--- src/rtl/fetch_unit.sv ---
// Instruction fetch front end: sequential PC, one-cycle squash on redirect, stall hold.
// Optional FETCH_PERF_CNT_EN adds saturating fetch/bubble counters.
module fetch_unit #(
    parameter logic [31:0] RESET_PC = 32'h0000_0000,
    parameter int unsigned IMEM_AW  = 12
) (
    input  logic               clock,
    input  logic               reset,
    input  logic               stall,
    input  logic               redirect_valid,
    input  logic [31:0]        redirect_pc,
    output logic [IMEM_AW-1:0] imem_addr,
    input  logic [31:0]        imem_q,
    output logic [31:0]        insn_out,
    output logic [31:0]        pc_out,
    output logic [31:0]        pc_1,
    output logic               insn_valid
`ifdef FETCH_PERF_CNT_EN
    ,
    output logic [31:0]        fetch_count,
    output logic [31:0]        bubble_count
`endif
);

    typedef enum logic [1:0] {StFill, StRun, StBubble} state_e;

    state_e      state_q, state_d;
    logic [31:0] fetch_pc_q, fetch_pc_d;
    logic [31:0] pc_out_q, pc_out_d;
    logic [31:0] insn_q;
    logic        held_q, held_d;

    always_comb begin
        state_d    = state_q;
        fetch_pc_d = fetch_pc_q;
        pc_out_d   = pc_out_q;
        held_d     = 1'b0;
        unique case (state_q)
            StFill: begin
                if (!stall) begin
                    state_d    = StRun;
                    fetch_pc_d = fetch_pc_q + 32'd1;
                    pc_out_d   = fetch_pc_q;
                end
            end
            StRun: begin
                if (redirect_valid) begin
                    state_d    = StBubble;
                    fetch_pc_d = redirect_pc;
                end else if (!stall) begin
                    fetch_pc_d = fetch_pc_q + 32'd1;
                    pc_out_d   = fetch_pc_q;
                end else begin
                    // ROM keeps reading the next address while stalled, so freeze the output word
                    held_d = 1'b1;
                end
            end
            StBubble: begin
                if (redirect_valid) begin
                    fetch_pc_d = redirect_pc;
                end else if (!stall) begin
                    state_d    = StRun;
                    fetch_pc_d = fetch_pc_q + 32'd1;
                    pc_out_d   = fetch_pc_q;
                end
            end
            default: state_d = StFill;
        endcase
    end

    always_ff @(posedge clock) begin
        if (reset) begin
            state_q    <= StFill;
            fetch_pc_q <= RESET_PC;
            pc_out_q   <= RESET_PC;
            insn_q     <= 32'd0;
            held_q     <= 1'b0;
        end else begin
            state_q    <= state_d;
            fetch_pc_q <= fetch_pc_d;
            pc_out_q   <= pc_out_d;
            insn_q     <= insn_out;
            held_q     <= held_d;
        end
    end

    // The ROM's output register holds the live word; insn_q covers stalls, fill and bubbles
    assign insn_out   = (state_q == StRun && !held_q) ? imem_q : insn_q;
    assign insn_valid = (state_q == StRun);
    assign pc_out     = pc_out_q;
    assign pc_1       = pc_out_q + 32'd1;
    assign imem_addr  = fetch_pc_q[IMEM_AW-1:0];

`ifdef FETCH_PERF_CNT_EN
    logic [31:0] fetch_count_q, bubble_count_q;

    always_ff @(posedge clock) begin
        if (reset) begin
            fetch_count_q  <= 32'd0;
            bubble_count_q <= 32'd0;
        end else begin
            if (insn_valid && !stall && fetch_count_q != 32'hFFFF_FFFF) begin
                fetch_count_q <= fetch_count_q + 32'd1;
            end
            if (state_q == StBubble && !stall && bubble_count_q != 32'hFFFF_FFFF) begin
                bubble_count_q <= bubble_count_q + 32'd1;
            end
        end
    end

    assign fetch_count  = fetch_count_q;
    assign bubble_count = bubble_count_q;
`endif

endmodule
--- config.mk ---
export PLATFORM = sky130hd
export DESIGN_NAME = fetch_unit
export DESIGN_NICKNAME = d
export VERILOG_FILES = /design/src/rtl/fetch_unit.sv
export SDC_FILE = /design/constraint.sdc
export NUM_CORES = 1
export LEC_CHECK = 0
export ABC_CLOCK_PERIOD_IN_PS = 2600
export CORE_MARGIN = 10
export CORE_UTILIZATION = 45
export DETAILED_ROUTE_END_ITERATION = 10
export GPL_TIMING_DRIVEN = 0
export MAX_ROUTING_LAYER = met4
export PLACE_DENSITY = 0.83
export SLEW_MARGIN = 15
export SYNTH_ARGS = -nofsm -noshare
export SYNTH_HDL_FRONTEND = slang
export SYNTH_SLANG_ARGS = --single-unit
--- constraint.sdc ---
create_clock -name clock -period 2.6 [get_ports clock]
set_clock_uncertainty 0.15 [all_clocks]
set_input_delay 0.39 -clock clock [delete_from_list [all_inputs] [get_ports clock]]
set_output_delay 0.39 -clock clock [all_outputs]
set_load 0.02 [all_outputs]
Word level (Yosys, flattened, before mapping) --
Cells that the tools add are included.
Cells by class: add/subtract/negate cells 2, equal/unequal tests 5, multiplexer cells 12, bitwise operators 1, reduce and logical (&&, ||, !) cells 8
Operator list (count):
- 32-bit 2-to-1 mux | 5
- 32-bit case mux with 2 select lines | 2
- 32-bit by 1-bit adder with 32-bit output (second input constant) | 2
- 2-bit 2-to-1 mux | 3
- 2-bit inequality test (second input constant) | 3
- 2-bit case mux with 3 select lines | 1
- 2-bit AND reduction | 2
- 3-bit OR reduction | 1
- 2-bit by 1-bit == test with 1-bit output (second input constant) | 1
- 2-bit == test (second input constant) | 1
- 2-bit zero test | 1
- 2-bit nonzero test | 1
- 2-bit OR reduction | 1
- 1-bit logical AND | 1
- 1-bit zero test | 1
- 1-bit 2-to-1 mux | 1
- 1-bit inverter | 1
Storage, ports and cells: register bits 99, input port bits 68, output and inout bits 109, logic and storage cells 33

Depth between registers and ports, before layout --
depth in word-level cells 4, mapped depth 9

Worst setup path after synthesis --
OpenSTA, ideal clock, no wires.
path kind register to output, start register pc_out_q[2] (netlist: pc_out[2]), end output port pc_1[29], arrival 1.908 ns, setup slack 0.152 ns, stages on the path, launching flop included 6, path buffers 1, cell sequence dfxtp_1 > nand3_1 > nor4_1 > clkbuf_1 > nand4_1 > xnor2_1
Between the ends: word-level cells in the longest chain between the ends 1
RTL lines:
- from (decl) | line 29 | logic [31:0] pc_out_q, pc_out_d;
- from (signal assigned) | line 81 | pc_out_q <= pc_out_d;
- 32-bit by 1-bit adder with 32-bit output | line 91 | assign pc_1 = pc_out_q + 32'd1;
- to (decl) | line 16 | output logic [31:0] pc_1,
No other way between the ends.

Worst setup path in the final report --
start register state_q[1], end output port insn_out[17]
Between the ends: word-level cells in the longest chain between the ends 3
RTL lines:
- from (decl) | line 27 | state_e state_q, state_d;
- from (signal assigned) | line 73 | state_q <= StFill;
- from (signal assigned) | line 79 | state_q <= state_d;
- 2-bit by 1-bit == test with 1-bit output | line 88 | assign insn_out = (state_q == StRun && !held_q) ? imem_q : insn_q;
- 1-bit logical AND | line 88
- 32-bit 2-to-1 mux | line 88
- to (decl) | line 14 | output logic [31:0] insn_out,
No other way between the ends.

==> results.json <==
{
  "status": "finished, final reports clean",
  "synthAdderAreaFrac_pct": 1.43,
  "dp_slack_ns": -0.474,
  "rsz0062_at_grt": "no",
  "cts_buffer_depth": 2,
  "hold_path.class": "register to register",
  "syn_nets": 711,
  "slew_headroom_pct": 58.5,
  "yosys.area_share.xor_xnor_pct": 5.02,
  "yosys.area_share.simple_pct": 27.0,
  "initialDrtViolationCount": 599,
  "setup_tns_ns": 0,
  "core_area_um2": 11400,
  "synth_top_cell_by_area": "dfxtp_1",
  "synth_enable_flop_cells": 0,
  "synth_area_leaders": "dfxtp_1 (38%), a21oi_1 (6.2%), nand2_1 (6.1%)",
  "tritoncts": "done",
  "grt_overflow": 0,
  "cp_max_fo": 10,
  "tightest_slew_ns": 0.622,
  "area_growth_pct": 43.4,
  "leakage_nw": 3.03,
  "place_hpwl_mm": 14.3,
  "worst_skew_pair.late_latency_ns": 0.34,
  "worstPathArrival_ns": 2.00,
  "design.die.area_um2": 16300,
  "detail-route-antenna-nets": 0,
  "drt-vias-per-instance": 5.60,
  "synth_mux_area_share_pct": 7.46,
  "cp-end-kind": "output pin",
  "final-hold-violation-count": 0,
  "yosys_warnings": 0,
  "finalWorstSetupSlack_ns": 0.0575,
  "pwr_density_cell_nw_per_um2": 883,
  "place_inst": 955,
  "maxSlewViolCount": 0,
  "place_congestion": 0.922,
  "layout.cells.non_filler": 975,
  "dieHeight_um": 128,
  "synth-compound-area-share_pct": 15.7,
  "n_antenna_cell": 0,
  "vias": 5460,
  "portBuffers": 175,
  "setup-violations-final": 0,
  "wl_per_cell_um": 19.2,
  "async_flop_share_pct": 0,
  "antenna_found_initial": 0,
  "h-tree-depth": 3,
  "fmax_mhz": 393,
  "netlist_area_um2": 5230,
  "grt_pass1_wl_mm": 28.8,
  "synth_top_area_share_pct": 37.9,
  "drive_gt1_share_pct": 16.2,
  "start_util_pct": 45.8,
  "die_w_um": 128,
  "grt_pass1_vias": 5231,
  "synth_top_family_by_area": "simple AND/OR/NAND/NOR gates",
  "postSynthCellCount": 637,
  "clock_sinks": 99,
  "cts_buffers": 9,
  "grt.total_usage_pct": 22.3,
  "synth_most_common_cell": "dfxtp_1",
  "crit_required_ns": 2.06,
  "crit_type": "register to output pin",
  "pin_count": 177,
  "ys_ff_latch": 99,
  "yosysSeqAreaShare_pct": 37.9,
  "fin_crit_sh_pct": 97.8,
  "path_clk_slew_ns": 0.06,
  "drv_cap": 0,
  "first_pass_iters": 5,
  "startpoint_type": "register",
  "rows": 39,
  "wl_mm": 18.7,
  "grt_max_degree": 16,
  "clock-root-buffer": "clkbuf_16",
  "ir_worst_vdd_v": 0.000476,
  "cts_hold_buf": 0,
  "synth.avg_cell_area_um2": 8.22,
  "drc": 0,
  "synth_ff_type": "dfxtp_1",
  "synthDistinctLibCells": 53,
  "min_period_ns": 2.54,
  "synth_common_cells": "dfxtp_1 (99), nand2_1 (85), a21oi_1 (65), nor2_1 (45), and2_1 (42)",
  "layout.nets": 901
}
## path summary, 6_finish.rpt
| kind | from | to | slack [ns] | cells past startpoint |
|---|---|---|---|---|
| max | state_q[1]$_SDFFE_PP0P_ | insn_out[17] | 0.06 | 6 |
| min reg2reg | fetch_pc_q[31]$_SDFFE_PP0P_ | pc_out[31]$_SDFFE_PP0P_ | 0.32 | 2 |
| max reg2reg | state_q[0]$_SDFFE_PP0P_ | fetch_pc_q[3]$_SDFFE_PP0P_ | 0.18 | 9 |
| min | fetch_pc_q[31]$_SDFFE_PP0P_ | pc_out[31]$_SDFFE_PP0P_ | 0.32 | 2 |
## cells in the final DEF, fill, tap and decap left out, types with 8 or more instances in the layout
master           netlist  layout
o221a_2                8       8
a31oi_1               10      10
a21oi_1               65      65
inv_1                  9       9
mux2_2                27      27
clkbuf_2               0      19
dfxtp_2                0      15
nand4_1               20      20
clkbuf_16              0       9
dfxtp_1               99      82
dlygate4sd2_1          0      33
xnor2_1               22      22
clkbuf_1              34      31
buf_4                 12      17
buf_2                  3       8
and2_1                42      42
xor2_1                 8       8
nor2_1                45      44
nand3_1               28      25
nand2_1               85      85
and3_1                13      13
o21ai_0               14      14
clkdlybuf4s50_1        0     117
## power by group
part | total [mW] | switching [mW] | internal [mW] | leakage [nW]
logic | 3.04 | 1.68 | 1.36 | 2.07
registers | 2.24 | 0.379 | 1.86 | 0.816
clock network | 1.35 | 0.569 | 0.777 | 0.140
## flip-flops by register name, summed over array words and instances (netlist names)
register and cells:
fetch_pc_q 32, held_q 1, insn_q 32, pc_out 32, state_q 2
## cells by family after synthesis
group | Yosys count
XOR/XNOR | 30
adder cells (fa/ha/maj) | 6
buffers and inverters | 64
flip-flops | 99
AND/OR/NAND/NOR | 272
multiplexers | 35
AO/OA/AOI/OAI | 131
## critical path, cell delays in order (launching register included)
cell and delay (ns):
dfxtp_1 0.39, inv_1 0.09, ha_2 0.21, nand2b_4 0.11
buf_6 0.16, mux2_2 0.36, dlygate4sd2_1 0.33
## layout make-up
cell class / count / area (um^2)
fill: 957 / 3910
multi-input combinational: 474 / 3040
sequential: 99 / 2010
timing repair buffer: 180 / 1660
buffer: 54 / 290
clock buffer: 13 / 250
tap: 143 / 179
clock inverter: 3 / 46.3
inverter: 9 / 33.8
## stage by stage
stage	instance area [um^2]	utilization (%)	total power [mW]	hold slack, ns
after CTS	7550	66.1	6.62	0.324
after floorplan	5230	-	4.02	0.290
after detailed placement	7160	62.7	5.40	0.314
after global routing	7500	65.7	6.95	0.362
final	7500	65.7	6.62	0.325
after global placement	7160	62.7	5.32	0.310
## per-layer routing
layer  vias up  track usage, %  share of wire [%]
met2       243            36.3                 49
met5         -               -                  0
met4         0            6.23                1.5
met1      2567            27.9                 41
met3        23            3.60                8.3
li1       2627               -                  -
## what timing repair did
item                                    in CTS  in global routing
resized for setup                          114                 56
setup buffers                                4                  0
cloned                                       0                  1
endpoints found under the setup margin      58                 95
pin swaps                                    4                  4
(Power assumes the default switching activity.)
